$ cat src/rtl/tick_sched_pkg.sv
// rtl/tick_sched_pkg.sv - shared constants and channel state type for tick_scheduler (TICK_SCHED_PERIODIC_EN)
package tick_sched_pkg;

  localparam int CH_NUM           = 4;
  localparam int CH_W             = 2;
  localparam int TICK_DIV_DEFAULT = 100000;

`ifdef TICK_SCHED_PERIODIC_EN
  typedef enum logic [1:0] {
    ST_IDLE   = 2'd0,
    ST_RUN    = 2'd1,
    ST_RELOAD = 2'd2
  } ch_state_e;
`else
  typedef enum logic [1:0] {
    ST_IDLE = 2'd0,
    ST_RUN  = 2'd1
  } ch_state_e;
`endif

endpackage

$ cat src/rtl/tick_scheduler_if.sv
// rtl/tick_scheduler_if.sv - load/cancel request handshake bundle for tick_scheduler
interface tick_scheduler_if
  import tick_sched_pkg::*;
#(
  parameter int CNT_W = 16
);

  logic             req_valid;
  logic             req_ready;
  logic [CH_W-1:0]  req_ch;
  logic             req_cancel;
  logic [CNT_W-1:0] req_count;
  logic             req_periodic;

  modport master (
    output req_valid, req_ch, req_cancel, req_count, req_periodic,
    input  req_ready
  );

  modport slave (
    input  req_valid, req_ch, req_cancel, req_count, req_periodic,
    output req_ready
  );

endinterface

$ cat src/rtl/tick_gen.sv
// rtl/tick_gen.sv - free-running prescaler producing a one-cycle timebase tick
module tick_gen
  import tick_sched_pkg::*;
#(
  parameter int TICK_DIV = TICK_DIV_DEFAULT
) (
  input  logic clk_100mhz,
  input  logic rst,
  output logic tick
);

  localparam int            PS_W    = (TICK_DIV > 1) ? $clog2(TICK_DIV) : 1;
  localparam logic [PS_W-1:0] PS_LAST = PS_W'(TICK_DIV - 1);

  logic [PS_W-1:0] ps_q;
  logic [PS_W-1:0] ps_d;

  // wrap to 0 after the last prescaler value
  always_comb begin
    ps_d = (ps_q == PS_LAST) ? '0 : ps_q + 1'b1;
  end

  // prescaler register
  always_ff @(posedge clk_100mhz) begin
    if (rst) begin
      ps_q <= '0;
    end else begin
      ps_q <= ps_d;
    end
  end

  // tick is forced low while reset is held
  assign tick = !rst && (ps_q == PS_LAST);

endmodule

$ cat src/rtl/tick_scheduler.sv
// rtl/tick_scheduler.sv - four-channel tick-count scheduler; periodic reload under TICK_SCHED_PERIODIC_EN
module tick_scheduler
  import tick_sched_pkg::*;
#(
  parameter int TICK_DIV = TICK_DIV_DEFAULT,
  parameter int CNT_W    = 16
) (
  input  logic              clk_100mhz,
  input  logic              rst,
  tick_scheduler_if.slave   req,
  output logic              tick,
  output logic [CH_NUM-1:0] active,
  output logic [CH_NUM-1:0] expire
);

  ch_state_e         state_q [CH_NUM];
  logic [CNT_W-1:0]  cnt_q   [CH_NUM];
  logic [CH_NUM-1:0] active_q;
  logic [CH_NUM-1:0] expire_q;
`ifdef TICK_SCHED_PERIODIC_EN
  logic [CH_NUM-1:0] periodic_q;
  logic [CNT_W-1:0]  reload_q [CH_NUM];
`else
  logic              unused_periodic;
  assign unused_periodic = req.req_periodic;
`endif

  logic             xfer;
  logic [CNT_W-1:0] load_cnt;

  tick_gen #(
    .TICK_DIV (TICK_DIV)
  ) u_tick_gen (
    .clk_100mhz (clk_100mhz),
    .rst        (rst),
    .tick       (tick)
  );

  // requests are refused in the tick cycle so a load never races a decrement
  assign req.req_ready = !rst && !tick;
  assign xfer          = req.req_valid && req.req_ready;
  assign load_cnt      = (req.req_count == '0) ? CNT_W'(1) : req.req_count;

  assign active = active_q & {CH_NUM{!rst}};
  assign expire = expire_q & {CH_NUM{!rst}};

  // per-channel FSM: a request for the channel overrides any tick/reload activity
  always_ff @(posedge clk_100mhz) begin
    if (rst) begin
      active_q <= '0;
      expire_q <= '0;
`ifdef TICK_SCHED_PERIODIC_EN
      periodic_q <= '0;
`endif
      for (int ch = 0; ch < CH_NUM; ch++) begin
        state_q[ch] <= ST_IDLE;
        cnt_q[ch]   <= '0;
`ifdef TICK_SCHED_PERIODIC_EN
        reload_q[ch] <= '0;
`endif
      end
    end else begin
      expire_q <= '0;
      for (int ch = 0; ch < CH_NUM; ch++) begin
        if (xfer && (req.req_ch == CH_W'(ch))) begin
          if (req.req_cancel) begin
            state_q[ch]  <= ST_IDLE;
            active_q[ch] <= 1'b0;
          end else begin
            state_q[ch]  <= ST_RUN;
            active_q[ch] <= 1'b1;
            cnt_q[ch]    <= load_cnt;
`ifdef TICK_SCHED_PERIODIC_EN
            periodic_q[ch] <= req.req_periodic;
            reload_q[ch]   <= load_cnt;
`endif
          end
        end else begin
          case (state_q[ch])
            ST_RUN: begin
              if (tick) begin
                if (cnt_q[ch] <= CNT_W'(1)) begin
                  cnt_q[ch]    <= '0;
                  expire_q[ch] <= 1'b1;
`ifdef TICK_SCHED_PERIODIC_EN
                  if (periodic_q[ch]) begin
                    state_q[ch] <= ST_RELOAD;
                  end else begin
                    state_q[ch]  <= ST_IDLE;
                    active_q[ch] <= 1'b0;
                  end
`else
                  state_q[ch]  <= ST_IDLE;
                  active_q[ch] <= 1'b0;
`endif
                end else begin
                  cnt_q[ch] <= cnt_q[ch] - 1'b1;
                end
              end
            end
`ifdef TICK_SCHED_PERIODIC_EN
            ST_RELOAD: begin
              cnt_q[ch]   <= reload_q[ch];
              state_q[ch] <= ST_RUN;
            end
`endif
            ST_IDLE: begin
              state_q[ch] <= ST_IDLE;
            end
            default: begin
              state_q[ch]  <= ST_IDLE;
              active_q[ch] <= 1'b0;
            end
          endcase
        end
      end
    end
  end

endmodule

$ cat src/flat_wrapper.sv
// flat-port wrapper written by rule: the top's interface ports become plain ports
module tick_scheduler_flat import tick_sched_pkg::*;
#(
  parameter int TICK_DIV = TICK_DIV_DEFAULT,
  parameter int CNT_W    = 16
)
  (clk_100mhz, rst, tick, active, expire, req_req_valid, req_req_ch, req_req_cancel, req_req_count, req_req_periodic, req_req_ready);
  tick_scheduler_if #(.CNT_W(CNT_W)) req_i ();
  input  logic clk_100mhz;
  input  logic rst;
  output logic tick;
  output logic [CH_NUM-1:0] active;
  output logic [CH_NUM-1:0] expire;
  input wire logic [$bits(req_i.req_valid)-1:0] req_req_valid;
  input wire logic [$bits(req_i.req_ch)-1:0] req_req_ch;
  input wire logic [$bits(req_i.req_cancel)-1:0] req_req_cancel;
  input wire logic [$bits(req_i.req_count)-1:0] req_req_count;
  input wire logic [$bits(req_i.req_periodic)-1:0] req_req_periodic;
  output wire logic [$bits(req_i.req_ready)-1:0] req_req_ready;
  assign req_i.req_valid = req_req_valid;
  assign req_i.req_ch = req_req_ch;
  assign req_i.req_cancel = req_req_cancel;
  assign req_i.req_count = req_req_count;
  assign req_i.req_periodic = req_req_periodic;
  assign req_req_ready = req_i.req_ready;
  tick_scheduler #(.TICK_DIV(TICK_DIV), .CNT_W(CNT_W)) u_core (.clk_100mhz(clk_100mhz), .rst(rst), .req(req_i), .tick(tick), .active(active), .expire(expire));
endmodule
$ cat config.mk
export PLATFORM = sky130hd
export DESIGN_NAME = tick_scheduler_flat
export DESIGN_NICKNAME = d
export VERILOG_FILES = /design/src/rtl/tick_sched_pkg.sv /design/src/rtl/tick_scheduler_if.sv /design/src/rtl/tick_gen.sv /design/src/rtl/tick_scheduler.sv /design/src/flat_wrapper.sv
export SDC_FILE = /design/constraint.sdc
export NUM_CORES = 1
export LEC_CHECK = 0
export CORE_ASPECT_RATIO = 0.75
export CORE_UTILIZATION = 45
export DETAILED_ROUTE_END_ITERATION = 10
export HOLD_SLACK_MARGIN = 0.03
export PLACE_DENSITY = 0.63
export SYNTH_ARGS = -nofsm -noshare
export SYNTH_HDL_FRONTEND = slang
export SYNTH_SLANG_ARGS = --single-unit
$ cat constraint.sdc
create_clock -name clk_100mhz -period 2.4 [get_ports clk_100mhz]
set_input_delay 0.72 -clock clk_100mhz [delete_from_list [all_inputs] [get_ports clk_100mhz]]
set_output_delay 0.72 -clock clk_100mhz [all_outputs]
set_load 0.01 [all_outputs]
# Word level (Yosys, flattened, before mapping)
# Memories as Yosys holds them, arrays and structs flattened.
# Cells that the tools add are included.
# totals
mem_count,2
inputBits,23
regBits,25
ram_bits,68
wordCells,252
output_inout_bits,10
# op_classes
magnitude_cmp,4
addsub,5
eq_ne,20
bitwise,34
muxes,157
reduce_logical,24
# memory_table
name,words,width,read_ports,rd_clocked_by_memory_dff,write_ports,line,text
u_core.cnt_q,4,16,4,0,4,tick_scheduler.sv:17,logic [CNT_W-1:0] cnt_q [CH_NUM];
u_core.state_q,4,1,4,0,4,tick_scheduler.sv:16,ch_state_e state_q [CH_NUM];
# ops
op,count
$mux 16,13
$mux 1,140
$le 16x1->1 const B,4
$sub 16x1->16 const B,4
$or 1x1->1,32
$ne 3x1->1 const B,8
$add 17x1->17 const B,1
$eq 17x17->1 const B,1
$logic_not 16->1,1
$reduce_and 3->1,4
$eq 2x1->1 const B,5
$logic_not 2->1,5
$reduce_or 2->1,5
$and 4x4->4,2
$ne 2x1->1 const B,4
$pmux 1 s2,4
$logic_and 1x1->1,7
$eq 2x2->1 const B,2
$logic_not 1->1,2

# Longest topological paths before layout
# logic_depth
word_depth,14
depth_mapped,8
depth_no_buf,7

# Modules after synthesis
# From an unflattened synthesis, not the netlist that was laid out.
# hier_totals
hier_cells,542
hier_area_um2,5188.7
# by_module_without_submodules
mod,cells_per_inst,area_each_um2,instances
tick_scheduler,453,4423.0,1
tick_gen,89,765.7,1

# Worst setup path after synthesis
# Ideal clock, no wire load.
# synth_path
path_type,reg-to-reg
from,reg u_core.u_tick_gen.ps_q[14]
to,"mem u_core.cnt_q[1][0], enable pin"
setup_slack_ps,-61
period_less_slack_ps,2461
arrival_ps,2089
stages_incl_launch_ff,6
required_ps,2028
setup_time_ps,372
cell_sequence,dfxtp_1 -> or4b_1 -> nor4_4 -> buf_2 -> a21oi_1 -> nand2_1
# synth_lines
item,line,text
start: declaration,tick_gen.sv:15,logic [PS_W-1:0] ps_q;
start signal: assignment,tick_gen.sv:28,ps_q <= ps_d;
end: declaration,tick_scheduler.sv:17,

# Worst setup path in the final report
# layout_path
from,reg u_core.u_tick_gen.ps_q[8]
to,out tick
# layout_via
elab_chain_cells,2
# layout_lines
item,line,text
$eq 17x17->1,tick_gen.sv:33,assign tick = !rst && (ps_q == PS_LAST);
$logic_and 1x1->1,tick_gen.sv:33,
end: declaration,flat_wrapper.sv:11,output logic tick;
# Every way passes these cells.

==> results by group <==
Run status
  – Status: complete, but fails checks
  – Failing checks: negative setup slack

Drt
  – Drt wl/cell: between 15 and 20 µm
  – Via density: between 5 and 6
  – DRT Pass-1 Iters: 5
  – Initial drt markers: around 260
  – Final WL: roughly 15 mm
  – Vias: about 4,600
  – ANT nets after route: 0
  – DR DRC count: 0

Place
  – Placer congestion estimate: ~0.84
  – Area post-placement: 0.00627 mm²
  – PortBufs: 31
  – Dpl hpwl: 10.3 mm

Power and ir drop
  – Total Power: between 0.003 and 0.004 W
  – Power per cell area: 551 mW/mm²
  – P_leak: 2.42 nW
  – Max VDD drop: between 0.3 and 0.4 mV

CTS
  – Clock latency on the worst-skew pair: ~350 ps
  – CTS tree: done
  – CTS root buf: clkbuf_16
  – Clk buf depth: 2
  – CTS Buf Count: 9
  – Reg clk slew, reported paths: ~70 ps
  – Post-CTS Hold Buffers: 0
  – Num Clock Sinks: 93
  – H-tree level count: 3

STA
  – Clock skew: about 12 ps
  – Max-slew violation count: 0
  – Min Tclk post-route: about 2500 ps
  – Endpoints failing setup: 2
  – Worst slew pin tran: roughly 790 ps
  – F_max: 0.403 GHz
  – WHS: 449 ps
  – Final hold vios: 0
  – Slew headroom: 47.1%
  – Final period util: 103%
  – Worst setup margin: -80.2 ps
  – RSZ-0062 raised after global routing: true

Synth
  – Async S/R FF share, synth: 0%
  – Seq/Total Area, Yosys: between 40% and 50%
  – Ys Warns: 0
  – Area leader, netlist: edfxtp_1
  – Post-synth EDFFs: 68
  – Avg Cell Area, Syn: between 9 and 10 µm²
  – Post-synth cell types: 50
  – Post-synth top cells: nand2_1 (86), edfxtp_1 (68), o21ai_1 (46)
  – FF+latch count, synth: 93
  – Top cell type's share of synthesized area: around 39%
  – Count leader, synth: nand2_1
  – Post-Syn Nets: approximately 580
  – Post-Syn Instances: between 500 and 600
  – Cell Area, Synth: 0.00523 mm²
  – Top cells by area, synth: edfxtp_1 (39%), dfxtp_1 (9.6%), xnor2_1 (6.2%), nand2_1 (6.2%), xor2_1 (5.0%)
  – Top_reg_cell synth: edfxtp_1

Critical path
  – Critical path data required time: 1680 ps
  – Crit-path max FO: 2
  – WS Path Type: register to primary output
  – Setup crit end kind: primary output
  – Worst Path Arrival: 1760 ps
  – CP Launch Type: register

Global routing
  – Global-route wire length before repair: between 20 and 25 mm
  – Initial antenna violation count: 0
  – Grt ovf: 0
  – Vias in the first global route: between 4,000 and 5,000
  – Tot GR Track Use: between 20% and 30%
  – Largest net degree at the start of global routing: 19

Floorplanning
  – Core Footprint: ~0.011 mm²
  – I/O pin total: 33
  – # rows: 33
  – Die width: 126 µm
  – Die ar.: roughly 0.012 mm²
  – Chip height: 95.4 µm
  – Starting Density: approximately 47%

Layout
  – Area grow syn2layout: 31.8%
  – Nets@finish: 700
  – N_diodes: 0
  – Final Instance Area: 0.00689 mm²
  – Share of post-route cells with drive strength above 1: 22.7%

Job
  – Max Cap Viol: 0

Hold path
  – Worst hold-check path type: register to register
## stage by stage
step                worst slack (ps)  utilization, %  instances  TNS, ps
floorplan                       89.4               -        544        0
global placement                -392            56.5        778   -11350
detailed placement              -417            56.5        778   -13140
CTS                            -89.4            60.9        807    -89.4
global route                    -132            62.0        813     -271
finish                         -80.2            62.0        813     -106
## registers in the layout, indices dropped and copies added (netlist names)
signal and cells:
u_core.expire_q 4, u_core.active_q 4, u_core.u_tick_gen.ps_q 17, u_core.cnt_q 64, u_core.state_q 4
## critical path, stage by stage (launching register included)
cell and delay [ps]:
dfxtp_2 330, or4bb_4 570, nor3_4 200, and3_4 210
buf_6 100
## final cells by class
cell class	count	area (µm²)
tap	140	175
timing repair buffer	128	1100
clock inverter	5	83.8
fill	911	4220
multi-input combinational	424	2710
sequential	93	2550
inverter	12	45.0
clock buffer	11	233
## cells in the final DEF, fill, tap and decap left out, drive strengths merged, types with 3 or more instances in the layout
cell	instances
buf	99
nand2	86
o21ai	71
edfxtp	68
nor2	42
xnor2	37
xor2	30
dfxtp	25
nor4	22
clkdlybuf4s50	20
nand3	20
nor3	19
inv	13
nor2b	12
clkbuf	11
nand4	10
or3	9
ha	9
and3	8
a21oi	6
or4	6
dlygate4sd2	5
nand2b	4
clkdlybuf4s15	4
nand3b	3
o21bai	3
nor3b	3
a211o	3
## what timing repair did
| action | CTS | global route |
|---|---|---|
| resized for setup | 41 | 20 |
| endpoints found under the setup margin | 10 | 86 |
| pin swaps | 7 | 5 |
| buffers inserted | 13 | 7 |
## kinds of logic after synthesis
| kind of cell | synth area share (%) |
|---|---|
| compound gates | 10.1 |
| xor+xnor | 11.2 |
| fa+ha+maj | 2.15 |
| buf+inv | 2.20 |
| flops | 48.6 |
| simple gates | 25.7 |
## power by group
group / internal, W / switching (W) / leakage [nW]
clock: 0.000918 / 0.000628 / 0.146
sequential: 0.00180 / 0.0000769 / 0.870
combinational: 0.000177 / 0.000195 / 1.41
total: 0.00290 / 0.000900 / 2.42
## layer usage
| layer | vias to the layer above | wire (µm) | GRT usage [%] |
|---|---|---|---|
| met5 | - | 0 | 0 |
| met4 | 0 | 263 | 8.63 |
| met3 | 24 | 778 | 4.04 |
| met2 | 119 | 6960 | 42.3 |
| met1 | 2219 | 6550 | 33.5 |
| li1 | 2219 | - | - |
## final timing paths
kind | cells past startpoint | slack [ps] | from | endpoint
max | 4 | -80 | u_core.u_tick_gen.ps_q[8] | tick
min | 1 | 450 | u_core.u_tick_gen.ps_q[0] | u_core.u_tick_gen.ps_q[0]
max reg2reg | 7 | 60 | u_core.u_tick_gen.ps_q[14] | u_core.cnt_q[0][8]
min reg2reg | 1 | 450 | u_core.u_tick_gen.ps_q[0] | u_core.u_tick_gen.ps_q[0]
No activity file was read; power rests on OpenSTA's default activity.
==> RTL edit 1: new RTL, config.mk and constraints unchanged <==
The option `TICK_SCHED_PERIODIC_EN` is turned on by a define.
--- a/src/rtl/tick_sched_pkg.sv
+++ b/src/rtl/tick_sched_pkg.sv
@@ -1,4 +1,6 @@
 // rtl/tick_sched_pkg.sv - shared constants and channel state type for tick_scheduler (TICK_SCHED_PERIODIC_EN)
+`define TICK_SCHED_PERIODIC_EN
+
 package tick_sched_pkg;
 
   localparam int CH_NUM           = 4;
Function: same outputs for any inputs over 10 cycles, from zero or initial values and one cycle with rst high; that may be too few to reach the edited logic, so the function may still have changed.
==> RTL edit 1 against the original RTL <==
The flow still finishes with violations (negative setup slack); largest power group unchanged; sequential cell count rose by 72; area after synthesis rose by 62%; cell area rose by 55%; wire length rose by 58%; clock skew fell by 0.0025 ns; total power rose by 79%; setup slack got worse by 0.074 ns; synthesized cell count rose by 41%; critical path type unchanged.
==> RTL edit 1: results (changes against the original RTL) <==
[cts]
path_clk_slew_ns=0.06
cts_buffers=17  ; was 9
clk_latency_ns=0.44  ; was 0.35 ns
cts-htree-levels=4  ; was 3
cts-root-buf=clkbuf_16  ; unchanged
clk_path_buf_depth=2  ; unchanged

[final_layout]
multi_input_gates=539  ; was 424
drive_gt1_share_pct=22.04  ; was 22.73%
seq_share_pct=43.74  ; was 37.00%
non_clock_inverter_count=38  ; was 12
n_all_buffers=147  ; was 128
seqCellArea_um2=4668  ; was 2550 um2
clock_area_share_pct=5.722  ; was 4.593%
largest_class=sequential cells  ; was multi-input gates
seq_cell_count=165  ; was 93
multi_input_area_share_pct=34.32  ; was 39.31%
fin_nets=940  ; was 700
buf_share_pct=11.98  ; was 15.90%
largestRegisters=u_core.cnt_q: 64 flops, u_core.reload_q: 64 flops, u_core.u_tick_gen.ps_q: 17 flops  ; was u_core.cnt_q: 64 flops, u_core.u_tick_gen.ps_q: 17 flops
fillers=1558  ; was 911
clkbuf_count=17  ; was 11

[die]
dieArea_um2=19440  ; was 12060 um2

[routing]
drt_pass1_iterations=5  ; unchanged
wl_um=23030  ; was 14560 um
dr_total_vias=6573  ; was 4581
drtIter0Drc=588  ; was 259
wire_per_inst_um=19.72  ; was 17.91 um

[placement]
finalWeightedCongestion=0.8889  ; was 0.8420
place_inst=1123  ; was 778
port_buffers=32  ; was 31
hpwlAfterDp_um=15540  ; was 10250 um
dpl_cell_area_um2=9834  ; was 6275 um2
place_ws_ns=-0.5036  ; was -0.4167 ns

[min_path]
hold_path.class=reg -> reg  ; unchanged

[grt]
grt_pass1_vias=6439  ; was 4349
grt_pass1_wl_um=35930  ; was 22630 um
grt_max_degree=31  ; was 19
grt_use_total_pct=24.71  ; was 25.23%

[setup_path]
arrival_ns=1.83  ; was 1.76 ns
cp_max_fo=2  ; unchanged
slowest_delay_ns=0.35  ; was 0.57 ns
slowest_stage=dfxtp_2  ; was or4bb_4

[sta]
finalWorstSetupSlack_ns=-0.1537  ; was -0.08015 ns
clock_skew_ns=0.009089  ; was 0.01164 ns
setup_tns_ns=-0.1537  ; was -0.1058 ns
setup-violations-final=1  ; was 2
slew_headroom_pct=63.59  ; was 47.07%

[outcome]
status=finished, violations left  ; unchanged
violations=negative setup slack  ; unchanged

[yosys]
ys_types=61  ; was 50
syn_avg_cell_area_um2=11.06  ; was 9.614 um2
synth-edff-count=136  ; was 68
ys_seq_area_share_pct=54.90  ; was 48.61%
synth_area_leaders=edfxtp_1, dfxtp_1, nand2_1, xor2_1, nor2_1  ; was edfxtp_1, dfxtp_1, xnor2_1, nand2_1, xor2_1
synth_fp_nets=800  ; was 576
ys_top_cells_by_count=edfxtp_1, nand2_1, nor2_1, and2_1, inv_1  ; was nand2_1, edfxtp_1, o21ai_1, nor2_1, xnor2_1

[power_and_ir_drop]
p_leak_nw=4.164  ; was 2.424 nW
ir_drop_mv=0.3893  ; was 0.3264 mV

-- RTL edit 1: routing by layer --
metal  global-route usage [%]  share of wire (%)  vias up
met5                        0                  0        -
met4                    7.143                2.1        0
met3                    5.673                6.9       28
met2                    39.31                 47      216
met1                    33.70                 44     3230
li1                         -                  -     3099
-- RTL edit 1: cells by family after synthesis --
| group | after synthesis | share of synthesized area [%] |
|---|---|---|
| buffers and inverters | 65 | 3.519 |
| AND/OR/NAND/NOR | 357 | 23.35 |
| flip-flops | 165 | 54.90 |
| adder cells (fa/ha/maj) | 9 | 1.325 |
| AO/OA/AOI/OAI | 108 | 10.29 |
| multiplexers | 1 | 0.1178 |
| XOR/XNOR | 63 | 6.494 |
-- RTL edit 1: power by group --
group          total, mW  switching, mW  internal, mW
combinational      0.574          0.316         0.258
clock               2.90           1.17          1.73
sequential          3.33         0.0910          3.24
-- RTL edit 1: final timing paths --
kind	start	end	slack [ns]	cells after the start
max	u_core.u_tick_gen.ps_q[1]$_SDFF_PP0_	tick	-0.15	7
min	u_core.state_q[0][1]$_SDFFCE_PP0P_	u_core.expire_q[0]$_SDFF_PP0_	0.49	1
max reg2reg	u_core.cnt_q[1][14]$_SDFFCE_PN0P_	u_core.cnt_q[1][3]$_SDFFCE_PN0P_	0.04	5
min reg2reg	u_core.state_q[0][1]$_SDFFCE_PP0P_	u_core.expire_q[0]$_SDFF_PP0_	0.49	1
-- RTL edit 1: timing repair --
item	in CTS	in global routing
gates cloned	2	1
setup endpoints to repair	12	71
pin swaps	5	7
gates resized for setup	36	12
setup buffers	6	6
==> RTL edit 2: new RTL, same flow settings <==
Made on the original files. Make the reset (`rst`) asynchronous in 2 clocked blocks.
--- a/src/rtl/tick_gen.sv
+++ b/src/rtl/tick_gen.sv
@@ -21,7 +21,7 @@
   end
 
   // prescaler register
-  always_ff @(posedge clk_100mhz) begin
+  always_ff @(posedge clk_100mhz or posedge rst) begin
     if (rst) begin
       ps_q <= '0;
     end else begin
--- a/src/rtl/tick_scheduler.sv
+++ b/src/rtl/tick_scheduler.sv
@@ -45,7 +45,7 @@
   assign expire = expire_q & {CH_NUM{!rst}};
 
   // per-channel FSM: a request for the channel overrides any tick/reload activity
-  always_ff @(posedge clk_100mhz) begin
+  always_ff @(posedge clk_100mhz or posedge rst) begin
     if (rst) begin
       active_q <= '0;
       expire_q <= '0;
Check against the original RTL: no difference found for any inputs over 10 cycles, from zero or initial values and one cycle with rst high; that may be too few to reach the edited logic, so the function may still have changed.
==> RTL edit 2 against the original RTL <==
The flow still finishes with violations (negative setup slack); clock skew down 0.0037 ns; critical path type unchanged; sequential cell count unchanged; wire length up 39%; setup slack worse by 0.10 ns; cell area up 21%; highest routed layer unchanged; area after synthesis up 6.0%.
Power is not compared: it rests on default switching activity, and its combinational part moved more than twofold at a synthesized area within 25%.
==> RTL edit 2: results (changes against the original RTL) <==
[final_layout]
fillers=895  ; was 911
drive_gt1_share_pct=35.46  ; was 22.73%
fin_nets=857  ; was 700
final_cells=991  ; was 813

[yosys]
ys_top_cells_by_count=dfrtp_1, nor2_1, o21ai_0, nand2_1, a21oi_1  ; was nand2_1, edfxtp_1, o21ai_1, nor2_1, xnor2_1
ys_async_sr_fraction_pct=100.0  ; was 0%
ys_seq_area_share_pct=41.98  ; was 48.61%
ys_types=66  ; was 50
postSynthCellCount=648  ; was 544
synth_area_leaders=dfrtp_1, o21ai_0, nor2_1, nand2_1, a21oi_1  ; was edfxtp_1, dfxtp_1, xnor2_1, nand2_1, xor2_1
synth_ff_type=dfrtp_1  ; was edfxtp_1
synth_fp_nets=680  ; was 576

[placement]
finalWeightedCongestion=0.9332  ; was 0.8420
place_inst=938  ; was 778
place_ws_ns=-0.4922  ; was -0.4167 ns
hpwlAfterDp_um=13300  ; was 10250 um
dpl_cell_area_um2=6934  ; was 6275 um2

[sta]
finalWorstSetupSlack_ns=-0.1840  ; was -0.08015 ns
clock_skew_ns=0.007910  ; was 0.01164 ns
setup-violations-final=32  ; was 2
slew_headroom_pct=61.58  ; was 47.07%
holdWs_ns=0.5183  ; was 0.4495 ns
setup_tns_ns=-1.274  ; was -0.1058 ns

[setup_path]
reg2reg_to=u_core.cnt_q[41]$_DFFE_PP0P_  ; was u_core.cnt_q[0][8]$_SDFFCE_PN0P_
slowest_delay_ns=0.61  ; was 0.57 ns
slowest_stage=or4_4  ; was or4bb_4
arrival_ns=1.86  ; was 1.76 ns
cp_max_fo=3  ; was 2
crit_start=u_core.u_tick_gen.ps_q[11]$_DFF_PP0_  ; was u_core.u_tick_gen.ps_q[8]$_SDFF_PP0_
r2r-start=u_core.u_tick_gen.ps_q[8]$_DFF_PP0_  ; was u_core.u_tick_gen.ps_q[14]$_SDFF_PP0_
r2r_setup_slack_ns=-0.09  ; was 0.06 ns
worst-r2r-cell-count=10  ; was 7

[routing]
wl_um=20270  ; was 14560 um
drtIter0Drc=585  ; was 259
dr_total_vias=6084  ; was 4581

[cts]
path_clk_slew_ns=0.07  ; about the same
post-cts-setup-buffers=23  ; was 13
clk_latency_ns=0.35  ; about the same
cts-root-buf=clkbuf_16  ; unchanged
cts-htree-levels=3  ; unchanged
post_cts_resized=159  ; was 41

[grt]
grt_pass1_wl_um=31480  ; was 22630 um
grt_max_degree=68  ; was 19
antenna_found_initial=0  ; unchanged
grt_use_total_pct=32.42  ; was 25.23%
grt_pass1_vias=5915  ; was 4349

[power_and_ir_drop]
seq_power_share_pct=41.6
fin_total_pwr_mw=4.832

[min_path]
worstHoldStart=u_core.cnt_q[39]$_DFFE_PP0P_  ; was u_core.u_tick_gen.ps_q[0]$_SDFF_PP0_

[outcome]
status=finished, violations left  ; unchanged
violations=negative setup slack  ; unchanged

-- RTL edit 2: cell types whose count changed after synthesis, moves of 15 or more --
cell      change
a21oi_1      +33
a32oi_1      +16
dfrtp_1      +93
dfxtp_1      -25
edfxtp_1     -68
nand2_1      -29
nor2_1       +32
nor3_1       +15
o21ai_0      +45
o21ai_1      -46
xnor2_1      -34
xor2_1       -19
-- RTL edit 2: final cells by class --
| class | count | area (um2) | share of cell area [%] |
|---|---|---|---|
| multi-input combinational | 508 | 3631 | 43.67 |
| sequential | 93 | 2327 | 27.99 |
| timing repair buffer | 189 | 1712 | 20.59 |
| clock buffer | 11 | 252.7 | 3.040 |
| tap | 162 | 202.7 | 2.438 |
| clock inverter | 4 | 95.09 | 1.144 |
| inverter | 24 | 93.84 | 1.129 |
-- RTL edit 2: worst min path at each step --
stage | to | cells after the start
after floorplan | u_core.cnt_q[26]$_DFFE_PP0P_ | 1
after global placement | u_core.cnt_q[26]$_DFFE_PP0P_ | 1
after detailed placement | u_core.cnt_q[26]$_DFFE_PP0P_ | 1
after CTS | u_core.cnt_q[26]$_DFFE_PP0P_ | 1
after global routing | u_core.active_q[3]$_DFFE_PP0P_ | 2
final | u_core.cnt_q[39]$_DFFE_PP0P_ | 2
-- RTL edit 2: logic make-up after synthesis --
group / synth area share (%)
and+or+nand+nor: 24.94
AOI/OAI and AO/OA: 25.25
DFF: 41.98
buffers and inverters: 3.588
xor gates and xnor gates: 2.212
adders and majority gates: 2.031
-- RTL edit 2: metal layers --
metal  track usage, %  vias up  share of wire [%]  routed length [um]
met5                0        -                  0                   0
met1            47.37     2926                 44                8992
met4            11.45        0                3.1                 624
met3            5.370       54                7.8                1578
met2            48.24      312                 45                9073
li1                 -     2792                  -                   -
